## config.mk

```make
export PLATFORM = sky130hd
export DESIGN_NAME = brt_usb_20_utmi_tx_ctrl_flat
export DESIGN_NICKNAME = d
export VERILOG_FILES = /design/src/rtl/brt_usb_20_utmi_pkg.sv /design/src/rtl/brt_usb_20_utmi_tx_ctrl_if.sv /design/src/rtl/brt_usb_20_utmi_gap_timer.sv /design/src/rtl/brt_usb_20_utmi_tx_ctrl.sv /design/src/flat_wrapper.sv
export SDC_FILE = /design/constraint.sdc
export NUM_CORES = 1
export LEC_CHECK = 0
export ABC_AREA = 1
export CAP_MARGIN = 25
export CORE_ASPECT_RATIO = 0.5
export CORE_MARGIN = 3
export CORE_UTILIZATION = 50
export DETAILED_ROUTE_END_ITERATION = 16
export GPL_TIMING_DRIVEN = 0
export PLACE_DENSITY = 0.77
export SYNTH_ARGS = -nofsm -noshare
export SYNTH_HDL_FRONTEND = slang
export SYNTH_SLANG_ARGS = --single-unit
export TNS_END_PERCENT = 5
```

## constraint.sdc

```tcl
create_clock -name clk_utmi -period 1.75 [get_ports clk_utmi]
set_input_delay 0.175 -clock clk_utmi [delete_from_list [all_inputs] [get_ports clk_utmi]]
set_output_delay 0.175 -clock clk_utmi [all_outputs]
set_load 0.02 [all_outputs]
```

## src/rtl/brt_usb_20_utmi_pkg.sv

```systemverilog
// Shared types and constants for the UTMI 2.0 transmit controller.
package brt_usb_20_utmi_pkg;

   typedef enum logic [1:0] {
      IDLE  = 2'd0,
      GAP   = 2'd1,
      TX    = 2'd2,
      DRAIN = 2'd3
   } utmi_tx_state_e;

   localparam logic [1:0] UTMI_OPMODE_NORMAL     = 2'b00;
   localparam logic [1:0] UTMI_OPMODE_NONDRV     = 2'b01;
   localparam logic [1:0] UTMI_OPMODE_NOBITSTUFF = 2'b10;

   // One-hot packet owner: bit0 handshake/token source, bit1 data source.
   typedef enum logic [1:0] {
      GNT_NONE = 2'b00,
      GNT_HS   = 2'b01,
      GNT_DP   = 2'b10
   } utmi_tx_grant_e;

endpackage

```

## src/rtl/brt_usb_20_utmi_tx_ctrl_if.sv

```systemverilog
// Source streams, line configuration and UTMI TX signals of the transmit controller.
interface brt_usb_20_utmi_tx_ctrl_if;
   logic        hs_valid;
   logic [7:0]  hs_data;
   logic        hs_last;
   logic        hs_ready;
   logic        dp_valid;
   logic [7:0]  dp_data;
   logic        dp_last;
   logic        dp_ready;
   logic [1:0]  cfg_opmode;
   logic        cfg_xcvrselect;
   logic        cfg_termselect;
   logic        cfg_suspendm;
   logic        utmitxready;
   logic        utmirxactive;
   logic [15:0] utmidatao;
   logic        utmitxvalid;
   logic        utmixcvrselect;
   logic        utmitermselect;
   logic        utmisuspendm;
   logic [1:0]  utmiopmode;
   logic [1:0]  tx_grant;
   logic        tx_done;
   logic        err_underrun;
   logic        err_timeout;

   // master: the controller; slave: the sources and PHY around it
   modport master (
      input  hs_valid, hs_data, hs_last, dp_valid, dp_data, dp_last,
      input  cfg_opmode, cfg_xcvrselect, cfg_termselect, cfg_suspendm,
      input  utmitxready, utmirxactive,
      output hs_ready, dp_ready, utmidatao, utmitxvalid, utmixcvrselect,
      output utmitermselect, utmisuspendm, utmiopmode, tx_grant,
      output tx_done, err_underrun, err_timeout
   );

   modport slave (
      output hs_valid, hs_data, hs_last, dp_valid, dp_data, dp_last,
      output cfg_opmode, cfg_xcvrselect, cfg_termselect, cfg_suspendm,
      output utmitxready, utmirxactive,
      input  hs_ready, dp_ready, utmidatao, utmitxvalid, utmixcvrselect,
      input  utmitermselect, utmisuspendm, utmiopmode, tx_grant,
      input  tx_done, err_underrun, err_timeout
   );
endinterface

```

## src/rtl/brt_usb_20_utmi_gap_timer.sv

```systemverilog
// Loadable down-counter with zero flag, used to time the inter-packet gap.
module brt_usb_20_utmi_gap_timer #(
   parameter int             W    = 8,
   parameter logic [W-1:0]   INIT = '0
) (
   input  logic clk,
   input  logic rst,
   input  logic load,
   input  logic dec,
   output logic zero
);
   logic [W-1:0] cnt;

   always_ff @(posedge clk) begin
      if (rst)                     cnt <= INIT;
      else if (load)               cnt <= INIT;
      else if (dec && cnt != '0)   cnt <= cnt - 1'b1;
   end

   assign zero = (cnt == '0);
endmodule

```

## src/rtl/brt_usb_20_utmi_tx_ctrl.sv

```systemverilog
// UTMI 2.0 transmit controller: HS/DP arbitration, txvalid/txready handshake,
// inter-packet gap, underrun/timeout handling and idle-only line configuration.
module brt_usb_20_utmi_tx_ctrl
   import brt_usb_20_utmi_pkg::*;
#(
   parameter int IPG_CYCLES      = 8,
   parameter int TXREADY_TIMEOUT = 1024
) (
   input  logic                          clk_utmi,
   input  logic                          rst_utmi,
   brt_usb_20_utmi_tx_ctrl_if.master     u
);
   localparam int TO_W = $clog2(TXREADY_TIMEOUT + 1);

   utmi_tx_state_e state, state_n;
   utmi_tx_grant_e grant, grant_n;
   logic           txvalid, txvalid_n;
   logic [7:0]     cur_data, cur_data_n;
   logic           cur_last, cur_last_n;
   logic           done, done_n, und, und_n, tmo, tmo_n;
   logic [1:0]     opmode, opmode_n;
   logic           xcvr, xcvr_n, term, term_n, susp, susp_n;
   logic [TO_W-1:0] to_cnt, to_cnt_n;
   logic           hs_rdy, dp_rdy, gap_load, gap_dec, gap_zero;
   logic           sel_valid, sel_last;

   brt_usb_20_utmi_gap_timer #(.W(8), .INIT(8'(IPG_CYCLES))) u_gap (
      .clk(clk_utmi), .rst(rst_utmi), .load(gap_load), .dec(gap_dec), .zero(gap_zero)
   );

   assign sel_valid = (grant == GNT_HS) ? u.hs_valid : u.dp_valid;
   assign sel_last  = (grant == GNT_HS) ? u.hs_last  : u.dp_last;

   always_comb begin
      state_n    = state;
      grant_n    = grant;
      txvalid_n  = txvalid;
      cur_data_n = cur_data;
      cur_last_n = cur_last;
      done_n     = 1'b0;
      und_n      = 1'b0;
      tmo_n      = 1'b0;
      opmode_n   = opmode;
      xcvr_n     = xcvr;
      term_n     = term;
      susp_n     = susp;
      to_cnt_n   = to_cnt;
      hs_rdy     = 1'b0;
      dp_rdy     = 1'b0;
      gap_load   = 1'b0;
      gap_dec    = 1'b0;
      case (state)
         GAP: begin
            if (u.utmirxactive) gap_load = 1'b1;
            else if (gap_zero)  state_n  = IDLE;
            else                gap_dec  = 1'b1;
         end
         IDLE: begin
            if (!u.utmirxactive && (u.hs_valid || u.dp_valid)) begin
               hs_rdy     = u.hs_valid;
               dp_rdy     = !u.hs_valid;
               grant_n    = u.hs_valid ? GNT_HS : GNT_DP;
               cur_data_n = u.hs_valid ? u.hs_data : u.dp_data;
               cur_last_n = u.hs_valid ? u.hs_last : u.dp_last;
               txvalid_n  = 1'b1;
               to_cnt_n   = '0;
               state_n    = TX;
            end else begin
               // line config only follows the request while nothing is granted
               opmode_n = u.cfg_opmode;
               xcvr_n   = u.cfg_xcvrselect;
               term_n   = u.cfg_termselect;
               susp_n   = u.cfg_suspendm;
               if (u.utmirxactive) begin
                  state_n  = GAP;
                  gap_load = 1'b1;
               end
            end
         end
         TX: begin
            if (u.utmitxready) begin
               to_cnt_n = '0;
               if (cur_last) begin
                  txvalid_n = 1'b0;
                  done_n    = 1'b1;
                  grant_n   = GNT_NONE;
                  state_n   = GAP;
                  gap_load  = 1'b1;
               end else if (sel_valid) begin
                  hs_rdy     = (grant == GNT_HS);
                  dp_rdy     = (grant == GNT_DP);
                  cur_data_n = (grant == GNT_HS) ? u.hs_data : u.dp_data;
                  cur_last_n = sel_last;
               end else begin
                  txvalid_n = 1'b0;
                  und_n     = 1'b1;
                  state_n   = DRAIN;
               end
            end else if (to_cnt == TO_W'(TXREADY_TIMEOUT - 1)) begin
               txvalid_n = 1'b0;
               tmo_n     = 1'b1;
               if (cur_last) begin
                  grant_n  = GNT_NONE;
                  state_n  = GAP;
                  gap_load = 1'b1;
               end else begin
                  state_n  = DRAIN;
               end
            end else begin
               to_cnt_n = to_cnt + 1'b1;
            end
         end
         DRAIN: begin
            hs_rdy = (grant == GNT_HS);
            dp_rdy = (grant == GNT_DP);
            if (sel_valid && sel_last) begin
               grant_n  = GNT_NONE;
               state_n  = GAP;
               gap_load = 1'b1;
            end
         end
         default: state_n = GAP;
      endcase
   end

   always_ff @(posedge clk_utmi) begin
      if (rst_utmi) begin
         state    <= GAP;
         grant    <= GNT_NONE;
         txvalid  <= 1'b0;
         cur_data <= 8'h00;
         cur_last <= 1'b0;
         done     <= 1'b0;
         und      <= 1'b0;
         tmo      <= 1'b0;
         opmode   <= UTMI_OPMODE_NORMAL;
         xcvr     <= 1'b1;
         term     <= 1'b1;
         susp     <= 1'b1;
         to_cnt   <= '0;
      end else begin
         state    <= state_n;
         grant    <= grant_n;
         txvalid  <= txvalid_n;
         cur_data <= cur_data_n;
         cur_last <= cur_last_n;
         done     <= done_n;
         und      <= und_n;
         tmo      <= tmo_n;
         opmode   <= opmode_n;
         xcvr     <= xcvr_n;
         term     <= term_n;
         susp     <= susp_n;
         to_cnt   <= to_cnt_n;
      end
   end

   // ready is combinational; mask it so nothing is consumed while in reset
   assign u.hs_ready       = hs_rdy & ~rst_utmi;
   assign u.dp_ready       = dp_rdy & ~rst_utmi;
   assign u.utmidatao      = {8'h00, cur_data};
   assign u.utmitxvalid    = txvalid;
   assign u.tx_grant       = grant;
   assign u.tx_done        = done;
   assign u.err_underrun   = und;
   assign u.err_timeout    = tmo;
   assign u.utmiopmode     = opmode;
   assign u.utmixcvrselect = xcvr;
   assign u.utmitermselect = term;
   assign u.utmisuspendm   = susp;
endmodule

```

## src/flat_wrapper.sv

```systemverilog
// flat-port wrapper written by rule: the top's interface ports become plain ports
module brt_usb_20_utmi_tx_ctrl_flat import brt_usb_20_utmi_pkg::*;
#(
   parameter int IPG_CYCLES      = 8,
   parameter int TXREADY_TIMEOUT = 1024
)
  (clk_utmi, rst_utmi, u_hs_valid, u_hs_data, u_hs_last, u_dp_valid, u_dp_data, u_dp_last, u_cfg_opmode, u_cfg_xcvrselect, u_cfg_termselect, u_cfg_suspendm, u_utmitxready, u_utmirxactive, u_hs_ready, u_dp_ready, u_utmidatao, u_utmitxvalid, u_utmixcvrselect, u_utmitermselect, u_utmisuspendm, u_utmiopmode, u_tx_grant, u_tx_done, u_err_underrun, u_err_timeout);
  brt_usb_20_utmi_tx_ctrl_if u_i ();
  input  logic clk_utmi;
  input  logic rst_utmi;
  input wire logic [$bits(u_i.hs_valid)-1:0] u_hs_valid;
  input wire logic [$bits(u_i.hs_data)-1:0] u_hs_data;
  input wire logic [$bits(u_i.hs_last)-1:0] u_hs_last;
  input wire logic [$bits(u_i.dp_valid)-1:0] u_dp_valid;
  input wire logic [$bits(u_i.dp_data)-1:0] u_dp_data;
  input wire logic [$bits(u_i.dp_last)-1:0] u_dp_last;
  input wire logic [$bits(u_i.cfg_opmode)-1:0] u_cfg_opmode;
  input wire logic [$bits(u_i.cfg_xcvrselect)-1:0] u_cfg_xcvrselect;
  input wire logic [$bits(u_i.cfg_termselect)-1:0] u_cfg_termselect;
  input wire logic [$bits(u_i.cfg_suspendm)-1:0] u_cfg_suspendm;
  input wire logic [$bits(u_i.utmitxready)-1:0] u_utmitxready;
  input wire logic [$bits(u_i.utmirxactive)-1:0] u_utmirxactive;
  output wire logic [$bits(u_i.hs_ready)-1:0] u_hs_ready;
  output wire logic [$bits(u_i.dp_ready)-1:0] u_dp_ready;
  output wire logic [$bits(u_i.utmidatao)-1:0] u_utmidatao;
  output wire logic [$bits(u_i.utmitxvalid)-1:0] u_utmitxvalid;
  output wire logic [$bits(u_i.utmixcvrselect)-1:0] u_utmixcvrselect;
  output wire logic [$bits(u_i.utmitermselect)-1:0] u_utmitermselect;
  output wire logic [$bits(u_i.utmisuspendm)-1:0] u_utmisuspendm;
  output wire logic [$bits(u_i.utmiopmode)-1:0] u_utmiopmode;
  output wire logic [$bits(u_i.tx_grant)-1:0] u_tx_grant;
  output wire logic [$bits(u_i.tx_done)-1:0] u_tx_done;
  output wire logic [$bits(u_i.err_underrun)-1:0] u_err_underrun;
  output wire logic [$bits(u_i.err_timeout)-1:0] u_err_timeout;
  assign u_i.hs_valid = u_hs_valid;
  assign u_i.hs_data = u_hs_data;
  assign u_i.hs_last = u_hs_last;
  assign u_i.dp_valid = u_dp_valid;
  assign u_i.dp_data = u_dp_data;
  assign u_i.dp_last = u_dp_last;
  assign u_i.cfg_opmode = u_cfg_opmode;
  assign u_i.cfg_xcvrselect = u_cfg_xcvrselect;
  assign u_i.cfg_termselect = u_cfg_termselect;
  assign u_i.cfg_suspendm = u_cfg_suspendm;
  assign u_i.utmitxready = u_utmitxready;
  assign u_i.utmirxactive = u_utmirxactive;
  assign u_hs_ready = u_i.hs_ready;
  assign u_dp_ready = u_i.dp_ready;
  assign u_utmidatao = u_i.utmidatao;
  assign u_utmitxvalid = u_i.utmitxvalid;
  assign u_utmixcvrselect = u_i.utmixcvrselect;
  assign u_utmitermselect = u_i.utmitermselect;
  assign u_utmisuspendm = u_i.utmisuspendm;
  assign u_utmiopmode = u_i.utmiopmode;
  assign u_tx_grant = u_i.tx_grant;
  assign u_tx_done = u_i.tx_done;
  assign u_err_underrun = u_i.err_underrun;
  assign u_err_timeout = u_i.err_timeout;
  brt_usb_20_utmi_tx_ctrl #(.IPG_CYCLES(IPG_CYCLES), .TXREADY_TIMEOUT(TXREADY_TIMEOUT)) u_core (.clk_utmi(clk_utmi), .rst_utmi(rst_utmi), .u(u_i));
endmodule
```

## After elaboration in Yosys (flattened, before gate mapping)

Index checks and enable logic that the tools add are counted.

| word-level totals | value |
|---|---|
| register bits after elaboration | 41 |
| input port bits | 29 |
| word-level logic and storage cells | 126 |

| operators by class | value |
|---|---|
| add/subtract/negate cells | 2 |
| eq/ne operators | 17 |
| mux-type cells | 65 |
| bitwise operators | 6 |
| reductions and logical operators | 22 |

Operators with widths:

| cell | number |
|---|---|
| $mux W8 | 6 |
| $mux W11 | 3 |
| $mux W2 | 16 |
| $mux W1 | 31 |
| $pmux W11 S2 | 1 |
| $pmux W8 S2 | 1 |
| $add A11 B1 Y11 const B | 1 |
| $eq A11 B10 Y1 const B | 1 |
| $logic_not A8 Y1 | 1 |
| $ne A2 B1 Y1 const B | 4 |
| $pmux W2 S4 | 1 |
| $reduce_and A4 Y1 | 2 |
| $reduce_bool A8 Y1 | 1 |
| $sub A8 B1 Y8 const B | 1 |
| $eq A2 B2 Y1 const B | 3 |
| $ne A2 B2 Y1 const B | 3 |
| $ne A3 B2 Y1 const B | 2 |
| $pmux W1 S3 | 2 |
| $pmux W2 S3 | 1 |
| $reduce_and A3 Y1 | 2 |
| $reduce_and A6 Y1 | 1 |
| $reduce_or A3 Y1 | 2 |
| $reduce_and A5 Y1 | 1 |
| $eq A2 B1 Y1 const B | 2 |
| 15 further kinds | 23 |

## Logic depth before layout (Yosys ltp)

| depth | value |
|---|---|
| depth in word-level cells | 7 |
| mapped depth | 11 |
| gate-level depth less buffers | 11 |

## By module

A second synthesis with hierarchy kept.

| second synthesis, totals | value |
|---|---|
| cells, all modules | 390 |
| area, all modules | 2,449.8 um^2 |

By module, submodules not included:

| module | times used | cells an instance | area an instance (um^2) |
|---|---|---|---|
| brt_usb_20_utmi_tx_ctrl | 1 | 317 | 1,965.6 |
| brt_usb_20_utmi_gap_timer | 1 | 73 | 484.2 |

## Worst setup path after synthesis

Ideal clock, no wire load.

| timing | value |
|---|---|
| path kind | register to output |
| start | reg u_core.grant[1], in the netlist u_core.u.tx_grant[1] |
| end | out u_dp_ready |
| data arrival time | 1.426 ns |
| required time | 1.575 ns |
| slack | 0.149 ns |
| cell stages (with the launch flop) | 11 |
| buffers on the path | 0 |
| path through | dfxtp_1 -> inv_1 -> nand2_2 -> nand2_1 -> nand2_1 -> nand3_1 -> nand2_1 -> inv_1 -> o21ai_0 -> nand2_1 -> inv_1 |

| on the way | value |
|---|---|
| word-level cells in the longest chain between the ends | 7 |
| elaborated cells on any way between the ends | 8 |
| those cells by class | eq/ne (2); mux (5); bitwise (1) |

Ends and longest elaborated chain:

| element | line | RTL |
|---|---|---|
| from (decl) | brt_usb_20_utmi_tx_ctrl.sv:16 | `utmi_tx_grant_e grant, grant_n;` |
| from (signal assigned) | brt_usb_20_utmi_tx_ctrl.sv:143 | `grant <= grant_n;` |
| $eq A2 B1 Y1 | brt_usb_20_utmi_tx_ctrl.sv:31 | `assign sel_valid = (grant == GNT_HS) ? u.hs_valid : u.dp_valid;` |
| $mux W1 | brt_usb_20_utmi_tx_ctrl.sv:31 |  |
| $mux W1 | brt_usb_20_utmi_tx_ctrl.sv:89 | `end else if (sel_valid) begin` |
| $mux W1 | brt_usb_20_utmi_tx_ctrl.sv:83 | `if (cur_last) begin` |
| $mux W1 | brt_usb_20_utmi_tx_ctrl.sv:81 | `if (u.utmitxready) begin` |
| $pmux W1 S3 * | brt_usb_20_utmi_tx_ctrl.sv:52 | `case (state)` |
| $and A1 B1 Y1 * | brt_usb_20_utmi_tx_ctrl.sv:160 | `assign u.dp_ready = dp_rdy & ~rst_utmi;` |
| to (decl) | flat_wrapper.sv:24 | `output wire logic [$bits(u_i.dp_ready)-1:0] u_dp_ready;` |

Every way passes the cells marked *; elsewhere a longest branch is shown, timed or not.

## Worst setup path in the final report

| timing | value |
|---|---|
| start | reg u_core.state[0] |
| end | out u_dp_ready |

| on the way | value |
|---|---|
| word-level cells in the longest chain between the ends | 3 |
| elaborated cells on any way between the ends | 5 |
| those cells by class | eq/ne (2); mux (1); bitwise (1); reduce/logical (1) |

Ends and longest elaborated chain:

| element | line | RTL |
|---|---|---|
| from (decl) | brt_usb_20_utmi_tx_ctrl.sv:15 | `utmi_tx_state_e state, state_n;` |
| from (signal assigned) | brt_usb_20_utmi_tx_ctrl.sv:142 | `state <= state_n;` |
| $eq A2 B2 Y1 or $logic_not A2 Y1 (tied branches) | brt_usb_20_utmi_tx_ctrl.sv:52 |  |
| $pmux W1 S3 * | brt_usb_20_utmi_tx_ctrl.sv:52 |  |
| $and A1 B1 Y1 * | brt_usb_20_utmi_tx_ctrl.sv:160 |  |

Marks and branches as above.

==> key figures <==
Timing
  – Worst hold slack: 0.250 ns
  – Final setup fails: 0
  – Fmax: 577 MHz
  – Crit share post-route: 0.991
  – Hold Vio Cnt, Final: 0
  – Final max-slew violation count: 0
  – Worst Skew: 0.00726 ns
  – Min Tclk post-route: 1.73 ns
  – RSZ-0062 raised after global routing: true
  – Worst Tran Pin Value: 0.560 ns
  – Relative slew slack: 0.626

Drt
  – Met3 Routed Length: 345 µm
  – Final antenna-violating net count: 0
  – DRT Pass-1 Iters: 5
  – Wire length per cell: 12.2 µm
  – DR DRC count: 0
  – Highest metal used: met4
  – Vias: 2619
  – Met2 WL: 3050 µm
  – Via density: 5.07
  – DR iter-0 viols: 150
  – WL final: 6320 µm
  – Met1 wire length: 2850 µm

CTS
  – Worst-path clk slew: 0.08 ns
  – Clock Tree Root: clkbuf_8
  – CTS H-tree lvls: 2
  – TritonCTS buffer count: 5
  – CTS tree: built
  – Clock latency on the worst-skew pair: 0.30 ns
  – Clock sink total: 41
  – Clock Path Buffers: 2

Worst setup path
  – Max stage delay cell, worst path: dfxtp_4
  – Top delay family on crit path: simple AND/OR/NAND/NOR gates
  – CP Data Arrival Time: 1.56 ns
  – Crit path required time: 1.57 ns
  – CP Launch Type: flip-flop
  – Buf/Inv on CP: 4
  – CP max FO: 5
  – CP Cell Sequence: inv_4 > nand2_4 > nor2_4 > nand3_2 > nand2_2 > inv_2 > o21ai_2 > nand2_1 > inv_1 > buf_6
  – Crit end category: output port
  – R2r setup slk: 0.08 ns
  – Critical path class: flip-flop to output port
  – CP peak stage delay: 0.38 ns

Final layout
  – Final Net Count: 482
  – Layout cells sized above 1: 0.177
  – Area grow syn2layout: 32.2%
  – Commonest non-fill, non-tap cell in the layout: nand2_1
  – Diode count: 0
  – Post-layout instance area: 0.00324 mm²
  – Final Core Density: 0.712
  – Commonest non-fill, non-tap cells in the layout: nand2_1, clkdlybuf4s50_1, a21oi_1

Yosys
  – Post-synth cell types: 34
  – Top_reg_cell synth: dfxtp_1
  – Largest family of logic cells by synthesized area: simple AND/OR/NAND/NOR gates
  – Register area share after synthesis: 0.335
  – EDFF count, synth: 0
  – Multiplexer share of the synthesized area: 0
  – Synth Cell Area: 0.00245 mm²
  – Post-synthesis adder-cell area fraction: 0.0153
  – Syn Inst Count: 381
  – Syn. warnings: 0
  – Post-synthesis compound-gate area fraction: 0.159
  – Simple-gate share of the synthesized area: 0.362
  – Mean Syn Cell Area: 6.43 µm²
  – Asr flop ratio synth: 0
  – Yosys reg bits: 41
  – Post-Synth XOR/XNOR Area: 0.0143

Die
  – Die Ht: 55.5 µm
  – Die width: 105 µm
  – I/O pin cnt: 58
  – Initial Utilization: 0.538
  – Core Rows: 17
  – Core Box Area: 0.00455 mm²
  – Die ar.: 0.00583 mm²

Placement
  – DP HPWL: 4700 µm
  – Gp weighted congestion: 0.859
  – Area after DPL: 0.00304 mm²
  – IO Port Bufs: 48

Global route
  – Largest net degree at the start of global routing: 19
  – Global-route wire length before repair: 10400 µm
  – Vias in the first global route: 2356
  – All-Layer GR Usage: 0.216
  – Global route total overflow: 0
  – Initial antenna violation count: 0

Pwr
  – Worst VDD drop: 0.686 mV
  – Static leakage: 1.38 nW
  – Total power: 0.00346 W
  – Power Density: 1070 mW/mm²

Worst hold path
  – Worst hold-check path type: input pin to flip-flop

Flow run
  – Max-cap violations: 0

Status
  – Status: finished, final reports clean
path summary, 6_finish.rpt:
path | startpoint | end | cells after the start
min | rst_utmi | u_core.cur_data[5] | 2
max | u_core.state[0] | u_dp_ready | 10
min reg2reg | u_core.cur_data[6] | u_core.cur_data[6] | 2
max reg2reg | u_core.to_cnt[1] | u_core.state[1] | 10
cells in the mapped netlist (4+ instances only):
master | number | share of area
nand2_1 | 100 | 0.15
o21ai_2 | 4 | 0.014
a21oi_1 | 40 | 0.082
o21ai_1 | 11 | 0.022
inv_1 | 34 | 0.052
dfxtp_1 | 41 | 0.33
nand2_2 | 6 | 0.015
nor3_1 | 6 | 0.012
nor2_2 | 7 | 0.018
o21ai_0 | 15 | 0.031
clkbuf_1 | 4 | 0.0061
nand3_1 | 28 | 0.057
nor2_1 | 38 | 0.058
inv_2 | 8 | 0.012
buf_4 | 8 | 0.025
registers in the layout, indices dropped and copies added, names as in the netlist, 2 cells and up:
name and count:
u_core.state 2, u_core.u_gap.cnt 8, u_core.cur_data 8, u_core.u.utmiopmode 2, u_core.u.tx_grant 2, u_core.to_cnt 11
logic make-up (layout without fill, tap and decap cells):
family / after synthesis / after routing
other cells: 1 / 8
xor+xnor: 4 / 4
buf+inv: 60 / 123
flops: 41 / 41
simple gates: 199 / 199
compound gates: 73 / 73
fa+ha+maj: 3 / 3
routing by layer:
layer	up-vias	global-route usage
met5	-	0
met3	9	0.0467
met2	68	0.363
li1	1346	-
met4	0	0.0710
met1	1196	0.277
per-stage QoR:
step	setup TNS [ns]	instances	worst slack, ns
detailed placement	-3.26	502	-0.695
global route	-0.166	517	-0.0928
finish	0	517	0.0156
CTS	0	513	0.00796
global placement	-2.53	502	-0.657
floorplan	0	388	0.149
power breakdown:
group | total, W | switching (W) | internal, W | leakage (nW)
Clock | 0.000695 | 0.000338 | 0.000357 | 0.0542
Sequential | 0.00120 | 0.000121 | 0.00108 | 0.334
Combinational | 0.00157 | 0.000943 | 0.000628 | 0.991
final cells by class:
type | instances | area (µm²)
Sequential cell | 41 | 830
Fill cell | 418 | 1310
Clock buffer | 7 | 96.3
Inverter | 44 | 169
Buffer | 15 | 108
Timing Repair Buffer | 56 | 537
Tap cell | 66 | 82.6
Multi-Input combinational cell | 287 | 1410
Clock inverter | 1 | 5.00
repair_timing:
action,in CTS,in global routing
hold buffers,0,0
setup endpoints to repair,2,21
setup buffers,4,4
resized for setup,27,8
pin swaps,1,4
Note: power is estimated with default switching activity, not from simulation.
